$ cat src/rtl/irq_pkg.sv
// Shared definitions for the interrupt controller and fetch_cycle.
// IRQ_EDGE_EN (see irq_controller) selects edge-triggered pending capture.
package irq_pkg;

  // Controller FSM encoding
  typedef enum logic [1:0] {
    StIdle    = 2'd0,
    StFire    = 2'd1,
    StService = 2'd2
  } irq_state_e;

  // Fetch redirect target, also used by fetch_cycle
  localparam logic [31:0] INTERRUPT_VECTOR = 32'h0000_0100;

  // Width of the serviced-source index
  localparam int unsigned IdW = 5;

endpackage

$ cat src/rtl/irq_prio_enc.sv
// Priority encoder: index of the lowest set request bit (bit 0 wins), plus valid.
module irq_prio_enc
  import irq_pkg::*;
#(
  parameter int unsigned Width = 8
) (
  input  logic [Width-1:0] req,
  output logic [IdW-1:0]   idx,
  output logic             valid
);

  // Scan from the top down so the lowest set bit is the last one written
  always_comb begin
    idx   = '0;
    valid = |req;
    for (int i = int'(Width) - 1; i >= 0; i--) begin
      if (req[i]) idx = IdW'(i);
    end
  end

endmodule

$ cat src/rtl/irq_controller.sv
// Interrupt source controller feeding the fetch-stage redirect.
// Masks and prioritises NUM_SRC requests, drives `interrupt` while in FIRE, captures EPC on
// the cycle fetch actually redirects and holds it until mret.
// Build option: define IRQ_EDGE_EN for rising-edge pending capture; default is level mode.
module irq_controller
  import irq_pkg::*;
#(
  parameter int unsigned NUM_SRC = 8
) (
  input  logic               clk,
  input  logic               rst,
  input  logic [NUM_SRC-1:0] irq_src,
  input  logic               mask_we,
  input  logic [NUM_SRC-1:0] mask_wdata,
  input  logic               Stall_F,
  input  logic               PCSrc_E,
  input  logic [31:0]        PC_Target_E,
  input  logic [31:0]        PC_plus4_F,
  input  logic               mret_E,
  output logic               interrupt,
  output logic [IdW-1:0]     irq_id,
  output logic [31:0]        epc,
  output logic               in_service,
  output logic [NUM_SRC-1:0] irq_mask
);

  irq_state_e         state_q, state_d;
  logic [NUM_SRC-1:0] pending;
  logic [NUM_SRC-1:0] mask_q;
  logic [NUM_SRC-1:0] active;
  logic [IdW-1:0]     sel_idx;
  logic               sel_valid;
  logic [IdW-1:0]     irq_id_q;
  logic [31:0]        epc_q;
  logic               take;

  // Fetch redirects on the first unstalled FIRE cycle
  assign take   = (state_q == StFire) && !Stall_F;
  assign active = pending & mask_q;

  irq_prio_enc #(
    .Width(NUM_SRC)
  ) u_prio_enc (
    .req  (active),
    .idx  (sel_idx),
    .valid(sel_valid)
  );

`ifdef IRQ_EDGE_EN
  logic [NUM_SRC-1:0] prev_q;
  logic [NUM_SRC-1:0] pending_q, pending_d;
  logic [NUM_SRC-1:0] clr;

  // Clear the taken source, then OR in new rising edges so a same-cycle set wins
  always_comb begin
    clr = '0;
    for (int i = 0; i < int'(NUM_SRC); i++) begin
      if (take && (irq_id_q == IdW'(i))) clr[i] = 1'b1;
    end
    pending_d = (pending_q & ~clr) | (irq_src & ~prev_q);
  end

  // Edge-detect history and sticky pending bits
  always_ff @(posedge clk) begin
    if (!rst) begin
      prev_q    <= '0;
      pending_q <= '0;
    end else begin
      prev_q    <= irq_src;
      pending_q <= pending_d;
    end
  end

  assign pending = pending_q;
`else
  // Level mode: the source itself is the request until the handler acknowledges it
  assign pending = irq_src;
`endif

  // Next-state logic; mret is only honoured while in SERVICE
  always_comb begin
    state_d = state_q;
    unique case (state_q)
      StIdle:    if (sel_valid) state_d = StFire;
      StFire:    if (!Stall_F)  state_d = StService;
      StService: if (mret_E)    state_d = StIdle;
      default:                  state_d = StIdle;
    endcase
  end

  // State, mask, selected id and return address registers
  always_ff @(posedge clk) begin
    if (!rst) begin
      state_q  <= StIdle;
      mask_q   <= '0;
      irq_id_q <= '0;
      epc_q    <= '0;
    end else begin
      state_q <= state_d;
      if (mask_we) mask_q <= mask_wdata;
      // irq_id stays frozen from arbitration through service
      if ((state_q == StIdle) && sel_valid) irq_id_q <= sel_idx;
      // Interrupt beats a same-cycle branch in the fetch mux, so the branch target is the resume PC
      if (take) epc_q <= PCSrc_E ? PC_Target_E : PC_plus4_F;
    end
  end

  assign interrupt  = (state_q == StFire);
  assign in_service = (state_q == StService);
  assign irq_id     = irq_id_q;
  assign epc        = epc_q;
  assign irq_mask   = mask_q;

endmodule

$ cat config.mk
export PLATFORM = sky130hd
export DESIGN_NAME = irq_controller
export DESIGN_NICKNAME = d
export VERILOG_FILES = /design/src/rtl/irq_pkg.sv /design/src/rtl/irq_prio_enc.sv /design/src/rtl/irq_controller.sv
export SDC_FILE = /design/constraint.sdc
export NUM_CORES = 1
export LEC_CHECK = 0
export CORE_ASPECT_RATIO = 2
export CORE_MARGIN = 2
export CORE_UTILIZATION = 37
export DETAILED_ROUTE_END_ITERATION = 10
export PLACE_DENSITY = 0.81
export SLEW_MARGIN = 20
export SYNTH_ARGS = -nofsm -noshare
export SYNTH_HDL_FRONTEND = slang
export SYNTH_HIERARCHICAL = 1
export SYNTH_SLANG_ARGS = --single-unit
$ cat constraint.sdc
create_clock -name clk -period 1.95 [get_ports clk]
set_clock_uncertainty 0.05 [all_clocks]
set_input_delay 0.2925 -clock clk [delete_from_list [all_inputs] [get_ports clk]]
set_output_delay 0.2925 -clock clk [all_outputs]
set_load 0.005 [all_outputs]
==> flow_summary.ini, run 1 <==
[clock_network]
cts-resized-gates = 0
cts_setup_buffers = 0
clkLatencyLatePin_ns = 0.27
cts-root-buf = clkbuf_16
cts_hold_buf = 0
clockBufferDepth = 2
clk_pin_slew_ns = 0.06
clkSinkCount = 47
cts_buffers = 5
cts_htree_levels = 2
cts_tree = built

[sta]
setup_viol = 0
min_period_ns = 1.758
max_freq_mhz = 568.7
setup_ws_ns = 0.1915
hold_violations = 0
relSlewSlack = 0.6465
period_share = 0.9018
tightest_slew_ns = 0.5279
setup_tns_ns = 0
drv_slew = 0
rsz0062_at_grt = false

[synth]
async_reset_ff_frac = 0
synth_edf_count = 0
ys_ff_latch = 47
synth_top_area_share = 0.4395
netlist_instances = 225
ys.flop_type = dfxtp_1
yosys.cell_types.count = 29
synth_top_cell_by_area = dfxtp_1
syn_area_per_cell_um2 = 9.515
synth-seq-area-share = 0.4395
ys_warn_count = 6
synth_area_leaders = dfxtp_1, mux2i_1, o22ai_1
syn_area_um2 = 2141

[drt]
drt.antenna.violating_nets = 0
initialDrtViolationCount = 42
totalWireLength_um = 5936
via_per_inst = 5.041
wire_per_inst_um = 14.30
drt_first_pass_iters = 4
num_vias = 2092
drc = 0

[worst_setup_path]
critPathKind = reg2out
worst_setup_path_start_kind = flip-flop
cp-end-kind = output pin
cp-startpoint = state_q[1]
rr_startpoint = irq_mask[6]
arrival_ns = 1.42
cp_max_fo = 7
required_ns = 1.61

[power_and_ir_drop]
ir_worst_vdd_mv = 0.8461
leakage_nw = 1.457
power_density_nw_per_um2 = 702.0

[place]
port_buffers = 132
dp_cells = 407
dp_hpwl_um = 4721
dp_slack_ns = -0.01216
place_congestion = 0.7353

[min_path]
hold_class = in2reg
min_from = rst

[grt]
grt_pass1_wl_um = 9494
first_global_vias = 2088
grt_usage = 0.1871
grt_max_degree = 34
antenna_found_initial = 0
grt_overflow = 0

[die]
die_h_um = 111.6
die_w_um = 57.79
die_area_um2 = 6447
core_um2 = 5660
start_util = 0.3782
pin_count = 133
num_rows = 39

[cells_and_area]
area_growth_pct = 72.18
final_nets = 439
drive_gt1_frac = 0.06215
instances_no_fill = 415
final_cell_mix = clkdlybuf4s50_1, dfxtp_1, mux2i_1
fillers = 498
seqCellArea_um2 = 940.9
layout_commonest_cell = clkdlybuf4s50_1
antenna_cells = 0
multi_input_area_um2 = 1082

[status]
status = finished, final reports clean

[run]
drv_cap = 0
## sequential cells by signal (all words and copies together), names as in the netlist
signal,flops
irq_mask,8
irq_id,5
epc,32
state_q,2
## final timing paths
check                     to  slack, ns  depth (start not counted)
hold reg to reg    irq_id[0]       0.41                          2
hold / removal    state_q[0]       0.35                          2
setup / recovery  in_service       0.19                          2
setup reg to reg  state_q[0]       0.38                          5
## routing by layer
layer | wire length [um] | track usage | vias to the layer above
li1 | - | - | 1039
met1 | 2051 | 0.1945 | 965
met2 | 3357 | 0.3462 | 78
met3 | 384 | 0.04646 | 10
met4 | 142 | 0.06822 | 0
met5 | 0 | 0 | -
## synth_stat cells, types with 2 or more instances
| cell type | count |
|---|---|
| dfxtp_1 | 47 |
| mux2i_1 | 45 |
| nand2_1 | 42 |
| o22ai_1 | 32 |
| nor2b_1 | 10 |
| buf_2 | 9 |
| and2_1 | 8 |
| clkbuf_1 | 5 |
| buf_6 | 3 |
| nor2_1 | 3 |
| buf_4 | 2 |
| o21a_1 | 2 |
## critical path, cell delays in order, from the launching register on
cell and delay (ns):
dfxtp_1 0.46, nor2b_1 0.17, clkdlybuf4s50_1 0.50
## cells by family after synthesis
group,share of synthesized area
and+or+nand+nor,0.1753
DFF,0.4395
muxes,0.2104
AOI/OAI and AO/OA,0.1163
buffers and inverters,0.05668
other,0.001752
## per-stage QoR
stage                     instance area [um^2]    util  hold WS, ns  total power [mW]
after floorplan                           2145       -       0.4011             1.301
after global placement                    3512  0.6205       0.3962             1.633
after detailed placement                  3512  0.6205       0.4029             1.644
after CTS                                 3686  0.6512       0.3441             2.625
after global routing                      3686  0.6512       0.3744             2.713
final                                     3686  0.6512       0.3485             2.588
## final cells by class
cell class,count,area share
inverters,1,0.001018
multi-input cells,158,0.2936
clock buffers,6,0.03768
clock inverters,2,0.009504
flip-flops and latches,47,0.2553
well taps,61,0.02071
repair buffers,140,0.3822
## power by group
part / switching [mW] / total, mW / leakage (nW) / internal, mW
Clock: 0.334 / 0.971 / 0.0868 / 0.637
Combinational: 0.192 / 0.559 / 0.987 / 0.367
Sequential: 0.0350 / 1.06 / 0.383 / 1.02
Total: 0.561 / 2.59 / 1.46 / 2.03
No activity file was read; power rests on OpenSTA's default activity.
==> run 2: changes to the inputs <==
--- a/config.mk
+++ b/config.mk
@@ -10,6 +10,7 @@
 export CORE_UTILIZATION = 37
 export DETAILED_ROUTE_END_ITERATION = 10
 export PLACE_DENSITY = 0.81
+export SKIP_CTS_REPAIR_TIMING = 1
 export SLEW_MARGIN = 20
 export SYNTH_ARGS = -nofsm -noshare
 export SYNTH_HDL_FRONTEND = slang
==> results of run 2 <==
No change in the layout: final DEF, timing and power equal those of run 1.
